==> config.mk <==
export PLATFORM = sky130hd
export DESIGN_NAME = gps_cfg_sequencer
export DESIGN_NICKNAME = d
export VERILOG_FILES = /design/src/rtl/gps_cfg_sequencer.sv
export SDC_FILE = /design/constraint.sdc
export NUM_CORES = 1
export LEC_CHECK = 0
export ABC_AREA = 1
export CAP_MARGIN = 10
export CORE_ASPECT_RATIO = 1.1
export CORE_MARGIN = 2
export CORE_UTILIZATION = 57
export CTS_BUF_LIST = sky130_fd_sc_hd__clkbuf_8
export DETAILED_ROUTE_END_ITERATION = 16
export MAX_ROUTING_LAYER = met4
export PLACE_DENSITY = 0.84
export SYNTH_ARGS = -nofsm -noshare
export SYNTH_HDL_FRONTEND = slang
export SYNTH_SLANG_ARGS = --single-unit
==> constraint.sdc <==
create_clock -name clk_in -period 2.3 [get_ports clk_in]
set_clock_uncertainty 0.05 [all_clocks]
set_input_delay 0.46 -clock clk_in [delete_from_list [all_inputs] [get_ports clk_in]]
set_output_delay 0.46 -clock clk_in [all_outputs]
set_load 0.01 [all_outputs]
==> src/rtl/gps_cfg_sequencer.sv <==
// GPS signal-generator configuration sequencer.
// Collects register writes into a shadow bank and commits them to the
// generator either right away (IDLE) or on a code epoch (RUN), so that a
// configuration change always lands on an epoch boundary. While running,
// it also streams navigation message bytes out MSB first, one bit per
// EPOCHS_PER_BIT epochs, through a single-byte holding register.
module gps_cfg_sequencer #(
    parameter int EPOCHS_PER_BIT = 20
) (
    input  logic        clk_in,
    input  logic        rst_in_n,
    input  logic        cfg_valid,
    input  logic [2:0]  cfg_addr,
    input  logic [7:0]  cfg_data,
    output logic        cfg_ready,
    input  logic        epoch_in,
    output logic        ena_out,
    output logic [4:0]  n_sat_out,
    output logic [15:0] ca_phase_out,
    output logic [7:0]  doppler_out,
    output logic [7:0]  snr_out,
    output logic        noise_off_out,
    output logic        signal_off_out,
    output logic        msg_out,
    output logic        msg_req_out,
    output logic        underrun_out
);

    localparam int              CNT_W    = (EPOCHS_PER_BIT > 1) ? $clog2(EPOCHS_PER_BIT) : 1;
    localparam logic [CNT_W-1:0] CNT_LAST = CNT_W'(EPOCHS_PER_BIT - 1);

    localparam logic [2:0] A_NSAT   = 3'd0;
    localparam logic [2:0] A_PH_LO  = 3'd1;
    localparam logic [2:0] A_PH_HI  = 3'd2;
    localparam logic [2:0] A_DOP    = 3'd3;
    localparam logic [2:0] A_SNR    = 3'd4;
    localparam logic [2:0] A_CTRL   = 3'd5;
    localparam logic [2:0] A_MSG    = 3'd6;
    localparam logic [2:0] A_COMMIT = 3'd7;

    localparam logic [7:0] SNR_MAX = 8'd8;

    typedef enum logic {
        ST_IDLE = 1'b0,
        ST_RUN  = 1'b1
    } state_e;

    // Generator-facing configuration; the run bit lives in the FSM state.
    typedef struct packed {
        logic [4:0]  n_sat;
        logic [15:0] ca_phase;
        logic [7:0]  doppler;
        logic [7:0]  snr;
        logic        noise_off;
        logic        signal_off;
    } gen_cfg_t;

    state_e           state_q,      state_d;
    gen_cfg_t         shadow_q,     shadow_d;
    logic             sh_run_q,     sh_run_d;
    gen_cfg_t         committed_q,  committed_d;
    logic             pending_q,    pending_d;
    logic [7:0]       hold_q,       hold_d;
    logic             hold_full_q,  hold_full_d;
    logic [7:0]       active_q,     active_d;
    logic             act_valid_q,  act_valid_d;
    logic [2:0]       bit_idx_q,    bit_idx_d;
    logic [CNT_W-1:0] epoch_cnt_q,  epoch_cnt_d;
    logic             msg_q,        msg_d;
    logic             underrun_q,   underrun_d;

    logic wr_accept;
    logic apply_commit;
    logic start_byte;
    logic load_hold;

    // Writes are refused while a commit waits, and message writes while the holding byte is occupied.
    assign cfg_ready = ~pending_q & ~((cfg_addr == A_MSG) & hold_full_q);

    assign wr_accept    = cfg_valid & cfg_ready;
    assign apply_commit = pending_q & ((state_q == ST_IDLE) | epoch_in);

    // Next-state logic: commit application, FSM transitions, bit timing, message pipeline and register writes.
    always_comb begin
        // NOTE: every value written here gets a default first so no path can leave a latch behind.
        state_d     = state_q;
        shadow_d    = shadow_q;
        sh_run_d    = sh_run_q;
        committed_d = committed_q;
        pending_d   = pending_q;
        hold_d      = hold_q;
        hold_full_d = hold_full_q;
        active_d    = active_q;
        act_valid_d = act_valid_q;
        bit_idx_d   = bit_idx_q;
        epoch_cnt_d = epoch_cnt_q;
        msg_d       = msg_q;
        underrun_d  = underrun_q;
        start_byte  = 1'b0;
        load_hold   = 1'b0;

        if (apply_commit) begin
            committed_d = shadow_q;
            pending_d   = 1'b0;
            underrun_d  = 1'b0;
        end

        case (state_q)
            ST_IDLE: begin
                if (apply_commit && sh_run_q) begin
                    state_d     = ST_RUN;
                    epoch_cnt_d = '0;
                    start_byte  = 1'b1;
                end
            end
            ST_RUN: begin
                if (apply_commit && !sh_run_q) begin
                    state_d     = ST_IDLE;
                    epoch_cnt_d = '0;
                    bit_idx_d   = '0;
                    act_valid_d = 1'b0;
                    msg_d       = 1'b0;
                end else if (epoch_in) begin
                    if (epoch_cnt_q == CNT_LAST) begin
                        epoch_cnt_d = '0;
                        if (act_valid_q && (bit_idx_q != 3'd7)) begin
                            bit_idx_d = bit_idx_q + 3'd1;
                            msg_d     = active_q[3'd6 - bit_idx_q];
                        end else begin
                            start_byte = 1'b1;
                        end
                    end else begin
                        epoch_cnt_d = epoch_cnt_q + 1'b1;
                    end
                end
            end
            default: state_d = ST_IDLE;
        endcase

        // A new byte is due: take it from holding, or flag an underrun and hold the line low.
        if (start_byte) begin
            bit_idx_d = '0;
            if (hold_full_q) begin
                active_d    = hold_q;
                act_valid_d = 1'b1;
                msg_d       = hold_q[7];
                load_hold   = 1'b1;
            end else begin
                act_valid_d = 1'b0;
                msg_d       = 1'b0;
                underrun_d  = 1'b1;
            end
        end

        // A same-cycle message write refills holding after the load empties it.
        hold_full_d = hold_full_q & ~load_hold;

        if (wr_accept) begin
            case (cfg_addr)
                A_NSAT:   shadow_d.n_sat          = cfg_data[4:0];
                A_PH_LO:  shadow_d.ca_phase[7:0]  = cfg_data;
                A_PH_HI:  shadow_d.ca_phase[15:8] = cfg_data;
                A_DOP:    shadow_d.doppler        = cfg_data;
                A_SNR:    shadow_d.snr            = (cfg_data > SNR_MAX) ? SNR_MAX : cfg_data;
                A_CTRL: begin
                    sh_run_d            = cfg_data[0];
                    shadow_d.noise_off  = cfg_data[1];
                    shadow_d.signal_off = cfg_data[2];
                end
                A_MSG: begin
                    hold_d      = cfg_data;
                    hold_full_d = 1'b1;
                end
                A_COMMIT: pending_d = 1'b1;
                default: ;
            endcase
        end
    end

    // State register; reset clears everything so no half-applied commit survives.
    always_ff @(posedge clk_in or negedge rst_in_n) begin
        if (!rst_in_n) begin
            state_q     <= ST_IDLE;
            shadow_q    <= '0;
            sh_run_q    <= 1'b0;
            committed_q <= '0;
            pending_q   <= 1'b0;
            hold_q      <= '0;
            hold_full_q <= 1'b0;
            active_q    <= '0;
            act_valid_q <= 1'b0;
            bit_idx_q   <= '0;
            epoch_cnt_q <= '0;
            msg_q       <= 1'b0;
            underrun_q  <= 1'b0;
        end else begin
            // NOTE: non-blocking assignments so every register samples pre-edge values.
            state_q     <= state_d;
            shadow_q    <= shadow_d;
            sh_run_q    <= sh_run_d;
            committed_q <= committed_d;
            pending_q   <= pending_d;
            hold_q      <= hold_d;
            hold_full_q <= hold_full_d;
            active_q    <= active_d;
            act_valid_q <= act_valid_d;
            bit_idx_q   <= bit_idx_d;
            epoch_cnt_q <= epoch_cnt_d;
            msg_q       <= msg_d;
            underrun_q  <= underrun_d;
        end
    end

    assign ena_out        = (state_q == ST_RUN);
    assign n_sat_out      = committed_q.n_sat;
    assign ca_phase_out   = committed_q.ca_phase;
    assign doppler_out    = committed_q.doppler;
    assign snr_out        = committed_q.snr;
    assign noise_off_out  = committed_q.noise_off;
    assign signal_off_out = committed_q.signal_off;
    assign msg_out        = msg_q;
    assign msg_req_out    = ~hold_full_q;
    assign underrun_out   = underrun_q;

endmodule

---- Yosys cells after proc, flatten, opt, wreduce, memory -nomap -nowiden ----
Index checks and enable logic that the tools add are counted.
storage, ports and cells
  logic and storage cells ................. 114
  bits of input ports ..................... 15
  output and inout port bits .............. 44
  register bits after elaboration ......... 109
cells by class
  $lt $le $gt $ge ......................... 2
  reduce and logical (&&, ||, !) cells .... 21
  multiplexer cells ....................... 42
  bitwise operators ....................... 11
  equal/unequal tests ..................... 11
  add/subtract/negate cells ............... 3
operator list
  operator             count
  $mux 1               27
  $mux 5               4
  $reduce_and 2->1     10
  $mux 3               6
  $eq 3x3->1 const B   4
  $pmux 5 s2           1
  $reduce_bool 3->1    3
  $gt 8x4->1 const B   1
  $mux 8               1
  $eq 3x2->1 const B   2
  $add 5x1->5 const B  1
  $and 1x1->1          5
  $eq 5x5->1 const B   1
  $not 1->1            5
  $lt 3x4->1 const B   1
  $pmux 1 s2           2
  $reduce_and 4->1     1
  $reduce_bool 2->1    2
  $add 3x1->3 const B  1
  $bmux 1 s3           1
  $eq 3x1->1 const B   1
  $logic_and 1x1->1    3
  $logic_not 3->1      1
  $ne 3x2->1 const B   1
  other kinds (5)      5

---- Longest topological paths before layout ----
  depth in word-level cells ............... 12
  mapped depth ............................ 11
  mapped depth without buffers ............ 11

---- Least setup slack after synthesis ----
No wires, ideal clock.
  path type ............................... register to register
  start point ............................. register bit_idx_q[0]
  end point ............................... register active_q[7]
  path buffers ............................ 0
  arrival time ............................ 1,437 ps
  stages on the path, launching flop included .. 12
  setup time .............................. 118 ps
  data required time ...................... 2,132 ps
  setup slack ............................. 695 ps
  cell sequence ........................... dfrtp_1 -> ha_1 -> ha_1 -> inv_1 -> a21oi_1 -> nand2_1 -> nand2_1 -> nand2_2 -> nor2_4 -> inv_2 -> nand2_1 -> nand2_1
on the way
  cells in the longest elaborated chain, start to end .. 8
RTL lines
  item                               RTL line  text
  from (decl)                        67        logic [2:0] bit_idx_q, bit_idx_d;
  from (signal assigned)             207       bit_idx_q <= bit_idx_d;
  $ne 3x3->1                         126       if (act_valid_q && (bit_idx_q != 3'd7)) begin
  $logic_and 1x1->1                  126
  $mux 1                             126
  $mux 1                             124       if (epoch_cnt_q == CNT_LAST) begin
  $mux 1                             123       end else if (epoch_in) begin
  $mux 1                             117       if (apply_commit && !sh_run_q) begin
  $pmux 1 s2                         108       case (state_q)
  $reduce_and 2->1 (no source line)  --
  to (signal assigned)               205       active_q <= active_d;
  to (decl)                          65        logic [7:0] active_q, active_d;
No other way between the ends.
A chain may end at the register's enable or synchronous reset.

---- Worst setup path after layout ----
  start point ............................. input cfg_addr[0]
  end point ............................... output cfg_ready
on the way
  cells in the longest elaborated chain, start to end .. 4
RTL lines
  item         RTL line  text
  from (decl)  13        input logic [2:0] cfg_addr,
  $eq 3x3->1   78        assign cfg_ready = ~pending_q & ~((cfg_addr == A_MSG) & hold_full_q);
  $and 1x1->1  78
  $not 1->1    78
  $and 1x1->1  78
  to (decl)    15        output logic cfg_ready,
No other way between the ends.

==> flow_summary_export.csv <==
group,metric,value,unit
clocking,cts_sinks,109,
logic_synthesis,ys_ff_latch,109,
layout,seq_area,0.00273,mm²
drt,drt_iter0_drc,175,
drt,avgRoutedWirePerCell,13.3,µm
global_route,grt_max_degree,47,
critical_path,cp.required,1790,ps
sta,timing.final.crit_share,92.7,%
pwr,p_sw,1.93,mW
clocking,cts_max_path_buffers,2,
logic_synthesis,synth.area.top_cells,"dfrtp_1 (60%), nand2_1 (19%), nand3_1 (2.7%)",
die,core.rowCount,34,
logic_synthesis,yosysMostFrequentCell,"nand2_1",
drt,wl,9170,µm
critical_path,crit_path_start_kind,"input port",
drt,drcViolationCount,0,
sta,hold_viol_final,0,
critical_path,r2r_setup_slack,440,ps
sta,drv_slew,0,
layout,antennaDiodeCount,0,
die,initial_utilization,58.0,%
layout,area_growth,22.2,%
logic_synthesis,syn_inst,500,
layout,fin_util,70.8,%
die,die_h,97.3,µm
critical_path,critical_path_class,"in -> out",
clocking,clk_latency,350,ps
die,core_area,0.00778,mm²
sta,min_period,2130,ps
place,dp.final_hpwl,6440,µm
logic_synthesis,synth_top_area_share,60.4,%
critical_path,worstPathArrival,1620,ps
clocking,cts.reportedPaths.clkPinSlew,100,ps
layout,finalNonFillerCells,688,
logic_synthesis,yosysSeqAreaShare,60.4,%
pwr,p_leak,2.84,nW
sta,worst_slew_pin_slew,438,ps
layout,n_fill_cell,620,
layout,drive_above_1_share,10.5,%
place,gp_congestion,0.857,
global_route,grt_overflow,0,
place,placed_cells,672,
drt,viasPerCell,5.06,
place,pre_cts_ws,-78.0,ps
job,maxCapViolCount,0,
logic_synthesis,synth-edff-count,0,
pwr,seqPwrFrac,48.3,%
logic_synthesis,ys_dominant_reg_cell,"dfrtp_1",
layout,multi_input_area,0.00158,mm²
clocking,cts_tree,"built",
logic_synthesis,syn_area,0.00451,mm²
logic_synthesis,yosysTopAreaCell,"dfrtp_1",
clocking,root_buffer,"clkbuf_8",
logic_synthesis,syn_nets,519,
critical_path,crit_fanout,2,
min_path,min_path_type,"reg -> reg",
sta,whs,424,ps
run_status,status,"finished clean",
pwr,peakVddDrop,0.632,mV
drt,firstDrtPassIters,4,
die,die-area,0.00865,mm²
die,ioPinCount,59,
drt,dr_wl_met3,416,µm
place,io_buffers,58,
drt,vias,3484,
logic_synthesis,async_flop_share,100,%
drt,wl_met2,4450,µm
sta,relSlewSlack,70.8,%
sta,setup_slack,167,ps
sta,tns,0,ps
logic_synthesis,yosys_warnings,0,
logic_synthesis,syn_area_per_cell,9.03,µm²
die,die_x,88.8,µm
logic_synthesis,ys_types,31,
pwr,swShare,32.4,%
pwr,comb_power_share,31.5,%
clocking,cts-htree-levels,3,
global_route,first_global_vias,3441,
layout,fin_nets,595,
clocking,post_cts_buffers,0,
critical_path,endpoint_kind,"primary output",
global_route,grtUsageTotal,24.1,%
pwr,p_per_area,1080,mW/mm²
global_route,antenna_found_initial,0,
drt,wl_met1,4090,µm
sta,rsz0062_at_grt,"no",
drt,highest_layer,"met4",
global_route,grt_pass1_wl,15700,µm
pwr,p_int,4.03,mW
sta,max_freq,0.469,GHz
drt,antenna_left,0,
sta,finalSetupViolations,0,
logic_synthesis,netlist_top_cells_count,"nand2_1 (229), dfrtp_1 (109), inv_1 (31)",
clocking,cts_made_buffers,9,
pwr,p_clk_share,20.1,%
==> per-stage QoR <==
stage                     total power [mW]  cell area, µm²
final                                 5.96            5510
after global routing                  6.37            5510
after CTS                             6.00            5510
after detailed placement              4.79            5300
after global placement                4.70            5300
after floorplan                       3.84            4510
==> timing repair <==
| item | in CTS | in global routing |
|---|---|---|
| setup endpoints to repair | 1 | 0 |
| resized for setup | 1 | 0 |
| hold buffers | 1 | 0 |
| endpoints found under the hold margin | 17 | 0 |
==> placed cells by master, fill, tap and decap left out <==
cell type,netlist,layout
nand2_1,229,229
dfrtp_1,109,109
clkdlybuf4s50_1,0,56
inv_1,31,31
nand3_1,24,24
o21ai_1,18,18
o21ai_0,18,18
buf_4,0,17
nor2_1,16,16
clkbuf_8,0,12
o21ai_2,7,7
nand2_2,5,5
nor2_4,4,4
ha_1,4,4
inv_2,3,3
nand2_4,3,3
a21oi_1,2,2
nand4_1,2,2
nor3_1,2,2
a21oi_4,1,1
nand2_8,1,1
inv_4,1,1
nor2_2,1,1
nand4_2,1,1
o21bai_1,1,1
xnor2_1,1,1
a22oi_1,1,1
o21a_1,1,1
a31oi_1,1,1
or2_2,1,1
nand3b_1,1,1
clkinv_2,0,1
bufinv_16,0,1
clkinv_4,0,1
dlygate4sd3_1,0,1
dlygate4sd2_1,0,1
buf_12,0,1
==> power groups by stage <==
stage,combinational (mW),clock [mW],sequential (mW)
CTS,1.90,1.22,2.88
detailed placement,1.89,0,2.90
global placement,1.81,0,2.89
finish,1.88,1.20,2.88
floorplan,0.870,0,2.97
global route,2.13,1.29,2.96
==> cell type report <==
class / count / area share, %
multi-input cells: 345 / 28.7
flip-flops and latches: 109 / 49.5
repair buffers: 76 / 13.2
clock inverters: 3 / 0.794
inverters: 35 / 2.43
well taps: 108 / 2.45
clock buffers: 12 / 3.00
==> worst paths after layout <==
path | start | end | cells after the start
worst min register to register | hold_q[0]$_DFFE_PN0P_ | active_q[0]$_DFFE_PN0P_ | 2
worst max register to register | bit_idx_q[0]$_DFFE_PN0P_ | active_q[2]$_DFFE_PN0P_ | 11
min in group asynchronous | rst_in_n | snr_out[4]$_DFFE_PN0N_ | 2
worst max-delay path | cfg_addr[0] | cfg_ready | 6
worst min-delay path | hold_q[0]$_DFFE_PN0P_ | active_q[0]$_DFFE_PN0P_ | 2
max in group asynchronous | rst_in_n | epoch_cnt_q[2]$_DFFE_PN0P_ | 3
==> critical path, stage by stage <==
cell	delay (ps)
clkdlybuf4s50_1	520
inv_1	90
nand2_2	90
nor2_4	50
a21oi_4	130
dlygate4sd2_1	280
==> state kept, by name (all words and copies together) (netlist names), named ones only <==
name,count
shadow_q,39
n_sat_out,5
ca_phase_out,16
sh_run_q,1
underrun_out,1
hold_q,8
noise_off_out,1
act_valid_q,1
msg_out,1
doppler_out,8
active_q,8
hold_full_q,1
bit_idx_q,3
snr_out,8
epoch_cnt_q,5
pending_q,1
signal_off_out,1
==> cell families (layout without fill, tap and decap cells) <==
family,after synthesis,count (layout),synth area share (%)
flops,109,109,60.4
compound gates,50,50,6.57
buf+inv,46,126,4.55
simple gates,290,290,27.1
xor+xnor,1,1,0.194
fa+ha+maj,4,4,1.11
==> per-layer routing <==
layer	global-route usage (%)	up-vias
li1	-	1708
met1	33.0	1669
met2	36.0	89
met3	3.91	18
met4	10.0	0
met5	-	-
No activity file was read; power rests on OpenSTA's default activity.
